--- src/rtl/escalonador_pkg.sv ---
// Shared types for the round-robin process scheduler: slot states,
// scheduler FSM states, latched switch-event encoding and the default
// address of the OS idle loop.
package escalonador_pkg;

    // Lifecycle of one process-table slot. DONE is transient: a finished
    // process is released to FREE in the same cycle it is saved.
    typedef enum logic [2:0] {
        SLOT_FREE    = 3'd0,
        SLOT_READY   = 3'd1,
        SLOT_RUNNING = 3'd2,
        SLOT_BLOCKED = 3'd3,
        SLOT_DONE    = 3'd4
    } slot_state_t;

    // Scheduler control states.
    typedef enum logic [1:0] {
        ST_RUN    = 2'd0,
        ST_SAVE   = 2'd1,
        ST_SELECT = 2'd2,
        ST_WAIT   = 2'd3
    } fsm_state_t;

    // Switch event captured in RUN and consumed in SAVE.
    typedef enum logic [1:0] {
        EV_NONE  = 2'd0,
        EV_FIM   = 2'd1,
        EV_IO    = 2'd2,
        EV_TROCA = 2'd3
    } evento_t;

    // PC of the OS idle loop when no process is runnable.
    localparam logic [31:0] SO_BASE_DEFAULT = 32'd0;

endpackage

--- src/rtl/escalonador_processos_rr_seletor.sv ---
// Combinational round-robin picker: rotates the ready vector so the
// start index lands at bit 0, then takes the lowest set bit.
module rr_seletor #(
    parameter int N_PROC = 4,
    parameter int PID_W  = $clog2(N_PROC)
) (
    input  logic [N_PROC-1:0] i_pronto,
    input  logic [PID_W-1:0]  i_inicio,
    output logic              o_achou,
    output logic [PID_W-1:0]  o_vencedor
);

    logic [N_PROC-1:0] w_rotacionado;
    logic [PID_W-1:0]  w_deslocamento;

    // Bit gi of the rotated vector is slot (start + gi) mod N_PROC; the
    // PID_W-bit add wraps naturally because N_PROC is a power of two.
    for (genvar gi = 0; gi < N_PROC; gi++) begin : g_rot
        logic [PID_W-1:0] w_idx;
        assign w_idx             = i_inicio + PID_W'(gi);
        assign w_rotacionado[gi] = i_pronto[w_idx];
    end

    // Lowest set bit of the rotated vector is the nearest ready slot.
    always_comb begin
        o_achou        = 1'b0;
        w_deslocamento = '0;
        for (int i = N_PROC - 1; i >= 0; i--) begin
            if (w_rotacionado[i]) begin
                o_achou        = 1'b1;
                w_deslocamento = PID_W'(i);
            end
        end
    end

    assign o_vencedor = i_inicio + w_deslocamento;

endmodule

--- src/rtl/escalonador_processos.sv ---
// Round-robin process scheduler: owns the process table, saves the
// outgoing PC on a switch event, dispatches the next READY slot with a
// one-cycle pc_load and parks the core in the OS idle loop when idle.
module escalonador_processos
    import escalonador_pkg::*;
#(
    parameter int          N_PROC  = 4,
    parameter int          PID_W   = $clog2(N_PROC),
    parameter logic [31:0] SO_BASE = SO_BASE_DEFAULT
) (
    input  logic             clock,
    input  logic             reset,
    input  logic             troca_contexto,
    input  logic             instrucao_io,
    input  logic             fim_processo,
    input  logic [31:0]      pc_processo_trocado,
    input  logic             cria_processo,
    input  logic [31:0]      pc_inicial,
    input  logic             io_concluido,
    input  logic [PID_W-1:0] io_pid,
    output logic             pc_load,
    output logic [31:0]      pc_destino,
    output logic [PID_W-1:0] processo_atual,
    output logic             ocioso,
    output logic             ocupado,
    output logic             cria_ack,
    output logic             cria_erro
);

    slot_state_t       r_estado [N_PROC];
    logic [31:0]       r_pc     [N_PROC];
    fsm_state_t        r_fsm;
    evento_t           r_evento;
    logic [31:0]       r_pc_trocado;
    logic              r_pc_load;
    logic [31:0]       r_pc_destino;
    logic [PID_W-1:0]  r_processo_atual;
    logic              r_ocioso;
    logic              r_ocupado;
    logic              r_cria_ack;
    logic              r_cria_erro;

    logic [N_PROC-1:0] w_pronto;
    logic [N_PROC-1:0] w_livre;
    logic              w_achou;
    logic [PID_W-1:0]  w_vencedor;
    logic              w_livre_achou;
    logic [PID_W-1:0]  w_livre_idx;
    logic [PID_W-1:0]  w_inicio;

    for (genvar gi = 0; gi < N_PROC; gi++) begin : g_status
        assign w_pronto[gi] = (r_estado[gi] == SLOT_READY);
        assign w_livre[gi]  = (r_estado[gi] == SLOT_FREE);
    end

    // Search begins just after the last dispatched slot and ends on it.
    assign w_inicio = r_processo_atual + PID_W'(1);

    rr_seletor #(
        .N_PROC (N_PROC),
        .PID_W  (PID_W)
    ) u_rr_seletor (
        .i_pronto   (w_pronto),
        .i_inicio   (w_inicio),
        .o_achou    (w_achou),
        .o_vencedor (w_vencedor)
    );

    // Lowest-index FREE slot receives a newly created process.
    always_comb begin
        w_livre_achou = 1'b0;
        w_livre_idx   = '0;
        for (int i = N_PROC - 1; i >= 0; i--) begin
            if (w_livre[i]) begin
                w_livre_achou = 1'b1;
                w_livre_idx   = PID_W'(i);
            end
        end
    end

    // Process table: I/O wake-up, SAVE write-back, dispatch mark, create.
    // The writers never collide: each targets a slot in a distinct state.
    always_ff @(posedge clock) begin
        if (reset) begin
            for (int i = 0; i < N_PROC; i++) begin
                r_estado[i] <= SLOT_FREE;
                r_pc[i]     <= '0;
            end
            r_cria_ack  <= 1'b0;
            r_cria_erro <= 1'b0;
        end else begin
            r_cria_ack  <= 1'b0;
            r_cria_erro <= 1'b0;
            if (io_concluido && r_estado[io_pid] == SLOT_BLOCKED) begin
                r_estado[io_pid] <= SLOT_READY;
            end
            if (r_fsm == ST_SAVE) begin
                case (r_evento)
                    EV_FIM: begin
                        r_estado[r_processo_atual] <= SLOT_FREE;
                    end
                    EV_IO: begin
                        r_estado[r_processo_atual] <= SLOT_BLOCKED;
                        r_pc[r_processo_atual]     <= r_pc_trocado;
                    end
                    EV_TROCA: begin
                        r_estado[r_processo_atual] <= SLOT_READY;
                        r_pc[r_processo_atual]     <= r_pc_trocado;
                    end
                    default: ;
                endcase
            end
            if (r_fsm == ST_SELECT && w_achou) begin
                r_estado[w_vencedor] <= SLOT_RUNNING;
            end
            if (cria_processo) begin
                if (w_livre_achou) begin
                    r_estado[w_livre_idx] <= SLOT_READY;
                    r_pc[w_livre_idx]     <= pc_inicial;
                    r_cria_ack            <= 1'b1;
                end else begin
                    r_cria_erro <= 1'b1;
                end
            end
        end
    end

    // Scheduler FSM with registered dispatch outputs.
    always_ff @(posedge clock) begin
        if (reset) begin
            r_fsm            <= ST_WAIT;
            r_evento         <= EV_NONE;
            r_pc_trocado     <= '0;
            r_pc_load        <= 1'b0;
            r_pc_destino     <= '0;
            r_processo_atual <= '0;
            r_ocioso         <= 1'b1;
            r_ocupado        <= 1'b0;
        end else begin
            r_pc_load <= 1'b0;
            case (r_fsm)
                ST_RUN: begin
                    if (fim_processo || instrucao_io || troca_contexto) begin
                        r_fsm        <= ST_SAVE;
                        r_ocupado    <= 1'b1;
                        r_pc_trocado <= pc_processo_trocado;
                        if (fim_processo) begin
                            r_evento <= EV_FIM;
                        end else if (instrucao_io) begin
                            r_evento <= EV_IO;
                        end else begin
                            r_evento <= EV_TROCA;
                        end
                    end
                end
                ST_SAVE: begin
                    r_fsm <= ST_SELECT;
                end
                ST_SELECT: begin
                    r_ocupado <= 1'b0;
                    r_pc_load <= 1'b1;
                    r_evento  <= EV_NONE;
                    if (w_achou) begin
                        r_pc_destino     <= r_pc[w_vencedor];
                        r_processo_atual <= w_vencedor;
                        r_ocioso         <= 1'b0;
                        r_fsm            <= ST_RUN;
                    end else begin
                        r_pc_destino <= SO_BASE;
                        r_ocioso     <= 1'b1;
                        r_fsm        <= ST_WAIT;
                    end
                end
                ST_WAIT: begin
                    if (|w_pronto) begin
                        r_fsm     <= ST_SELECT;
                        r_ocupado <= 1'b1;
                    end
                end
                default: begin
                    r_fsm <= ST_WAIT;
                end
            endcase
        end
    end

    assign pc_load        = r_pc_load;
    assign pc_destino     = r_pc_destino;
    assign processo_atual = r_processo_atual;
    assign ocioso         = r_ocioso;
    assign ocupado        = r_ocupado;
    assign cria_ack       = r_cria_ack;
    assign cria_erro      = r_cria_erro;

endmodule

--- config.mk ---
export PLATFORM = sky130hd
export DESIGN_NAME = escalonador_processos
export DESIGN_NICKNAME = d
export VERILOG_FILES = /design/src/rtl/escalonador_pkg.sv /design/src/rtl/escalonador_processos_rr_seletor.sv /design/src/rtl/escalonador_processos.sv
export SDC_FILE = /design/constraint.sdc
export NUM_CORES = 1
export LEC_CHECK = 0
export BUFFER_PORTS_ARGS = -buffer_cell sky130_fd_sc_hd__buf_2
export CAP_MARGIN = 20
export CORE_ASPECT_RATIO = 2
export CORE_UTILIZATION = 45
export CTS_CLUSTER_SIZE = 20
export DETAILED_ROUTE_END_ITERATION = 7
export PLACE_DENSITY_LB_ADDON = 0.05
export RECOVER_POWER = 100
export SLEW_MARGIN = 20
export SYNTH_ARGS = -nofsm -noshare
export SYNTH_HDL_FRONTEND = slang
export SYNTH_HIERARCHICAL = 1
export SYNTH_SLANG_ARGS = --single-unit
export TNS_END_PERCENT = 30
--- constraint.sdc ---
create_clock -name clock -period 2.8 [get_ports clock]
set_input_delay 0.14 -clock clock [delete_from_list [all_inputs] [get_ports clock]]
set_output_delay 0.14 -clock clock [all_outputs]
set_load 0.02 [all_outputs]
==> summary.txt <==
outcome: complete, no violations
# rows: 74
CP required: 3.22 ns
Detailed Route Iter0 Violations: 363
Tcrit/Tclk final: 96.5%
MaxCap Viol Count: 0
dominant synthesized flop cell: edfxtp_1
Peak VDD IR: 0.000436 V
Setup violations, final: 0
YS warnings: 6
Seq. cell area: 0.00551 mm2
grt total ovfl: 0
switching share of power: 26.8%
min Tclk post-route: 2.70 ns
Final ANT Viol Nets: 0
fmax: 0.370 GHz
number of top-level pins: 112
Max clock buf depth: 3
DRC: 0
Worst-Skew Late Latency: 0.50 ns
Clock power frac: 32.9%
Die H: 206 um
net count after synthesis: 847
Clock Skews: 0.00988 ns
first-pass GRT wire length: 40500 um
layout net count: 1030
area occupied by multi-input gates: 0.00367 mm2
layout cell share with drive strength beyond 1: 22.6%
crit end category: flop
net switching power: 2.29 mW
Lkg Pwr: 4.36 nW
Vias: 7091
kind of start point of the critical path: flop
Die W: 104 um
GP Congestion: 0.870
vias per cell: 5.74
Ant. Diodes: 0
post-DP HPWL: 16800 um
combinational fraction of design power: 25.5%
CTS tree: built
final setup TNS: 0 ns
final design utilization: 58.2%
CP Max Fanout: 12
area grow syn2layout: 26.6%
max-slew headroom at the worst pin: 33.3%
Slew @ Worst Pin: 1.00 ns
synthesized flop and latch total: 211
sequential-to-total area share from yosys stat: 58.5%
filler cell count: 1720
number of global-route vias before repair: 7442
Initial Utilization: 46.0%
Core Area: 0.0205 mm2
final hold vios: 0
number of CTS-inserted buffers: 20
final wirelength: 26700 um
Int Pwr: 6.28 mW
largest net degree at the start of global routing: 66
Distinct cells, synth: 60
total power: 8.57 mW
Total GRT Usage: 25.2%
Die ar.: 0.0215 mm2
Sequential Power Share: 41.5%
Worst EP arrival: 3.12 ns
CTS Sinks: 211
hold crit path type: primary input to flop
DRT Pass-1 Iters: 5
IO Port Bufs: 111
P per Cell Area: 720 mW/mm2
EDFF count, synth: 128
Avg Inst Size Synth: 12.2 um2
Mapped Cells: 773
CTS root buffer: clkbuf_16
H-Tree Depth: 1
cell area after synthesis: 0.00941 mm2
Async SR Flop Fraction: 0%
WL/cell: 21.6 um
initial antenna violation count: 0
WS Path Type: flop to flop
Clock transition at path regs: 0.07 ns
max-slew violations: 0
## cells in the mapped netlist, drive strengths merged, types with 3 or more instances
cell type	instances	area share, %
a31oi	4	0.33
a22oi	13	1.0
nor4	4	0.59
a22o	115	11
nor3	6	0.43
nand3	12	0.69
nand2b	3	0.28
inv	8	0.32
nor2b	7	0.47
mux4	32	7.7
mux2i	7	0.75
edfxtp	128	41
buf	34	2.2
a211oi	3	0.35
clkbuf	32	1.3
nand2	140	5.6
nor2	29	1.2
or2	3	0.20
o21a	3	0.24
o311ai	3	0.28
o21ai	35	1.9
nand3b	6	0.52
dfxtp	83	18
a21oi	37	2.0
## per-layer routing
layer / vias up / part of all wire [%] / wire (um) / GRT usage (%)
met3: 49 / 4.9 / 1310 / 2.59
met5: - / 0 / 0 / 0
met4: 0 / 3.1 / 837 / 11.6
li1: 3307 / - / - / -
met2: 241 / 56 / 15000 / 50.2
met1: 3494 / 36 / 9590 / 26.1
## critical path, cell delays in order (launching register included)
cell       delay, ns
dfxtp_1         0.33
nor2b_4         0.22
nand2_1         0.09
a21oi_2         0.15
o2bb2ai_1       0.09
o21a_1          0.18
ha_2            0.18
xnor2_2         0.15
xnor2_2         0.17
buf_12          0.16
buf_12          0.14
nand3b_1        0.19
a211oi_2        0.34
mux2i_1         0.23
## repair_timing
| action | in CTS | in global routing |
|---|---|---|
| setup buffers | 1 | 0 |
| hold buffers | 66 | 0 |
| setup endpoints to repair | 39 | 36 |
| pin swaps | 1 | 1 |
| endpoints found under the hold margin | 139 | 0 |
| resized for setup | 1 | 12 |
## state kept, by name, summed over array words and instances (netlist names)
register and cells:
cria_ack 1, cria_erro 1, ocioso 1, ocupado 1
pc_destino 32, pc_load 1, processo_atual 2, r_estado 8
r_evento 2, r_fsm 2, r_pc 128, r_pc_trocado 32
## layout by cell type, fill, tap and decap left out, types with 30 or more instances in the layout
cell           instances
buf_2                 72
nand2_1              140
mux4_2                32
clkbuf_1              45
edfxtp_1             128
a22o_1               115
dfxtp_1               80
o21ai_1               30
a21oi_1               36
dlygate4sd3_1         66
buf_4                 34
## logic make-up (layout without fill, tap and decap cells)
kind of cell / count (synthesis) / in the layout / share of synthesized area (%)
xor gates and xnor gates: 3 / 3 / 0.279
and+or+nand+nor: 221 / 221 / 11.0
adders and majority gates: 1 / 1 / 0.133
AOI/OAI and AO/OA: 222 / 222 / 17.5
muxes: 41 / 41 / 8.69
buffers and inverters: 74 / 270 / 3.80
DFF: 211 / 211 / 58.5
## area by class of cell
cell class | count | area share, %
timing repair buffer | 227 | 14.3
clock inverter | 9 | 1.01
tap | 266 | 2.79
clock buffer | 26 | 4.65
multi-input combinational | 488 | 30.8
inverter | 8 | 0.252
sequential | 211 | 46.3
## path summary, 6_finish.rpt
kind,from,end,slack (ns),depth (start not counted)
max,r_estado[2][0],r_estado[1][1],0.1,13
min,pc_inicial[24],r_pc[3][24],0.01,3
max reg2reg,r_estado[2][0],r_estado[1][1],0.1,13
min reg2reg,ocioso,ocioso,0.45,2
## power by group through the flow
| stage | sequential (mW) | combinational, mW | clock, mW |
|---|---|---|---|
| 2_1_floorplan | 3.67 | 1.26 | 0 |
| 3_3_place_gp | 3.62 | 2.04 | 0 |
| 3_5_place_dp | 3.63 | 2.06 | 0 |
| 4_1_cts | 3.56 | 2.21 | 2.87 |
| 5_1_grt | 3.58 | 2.33 | 2.96 |
| 6_report | 3.56 | 2.19 | 2.82 |
## per-stage QoR
| stage | hold WS (ns) | setup slack [ns] | area (um2) | cells |
|---|---|---|---|---|
| CTS | 0.00456 | 0.0441 | 11900 | 1235 |
| finish | 0.0112 | 0.0977 | 11900 | 1235 |
| detailed placement | 0.367 | -0.111 | 10600 | 1133 |
| global placement | 0.353 | -0.0458 | 10600 | 1133 |
| global route | 0.00979 | -0.0231 | 11900 | 1235 |
| floorplan | 0.250 | 0.0271 | 9440 | 773 |
Power figures use the tool's default switching activity.
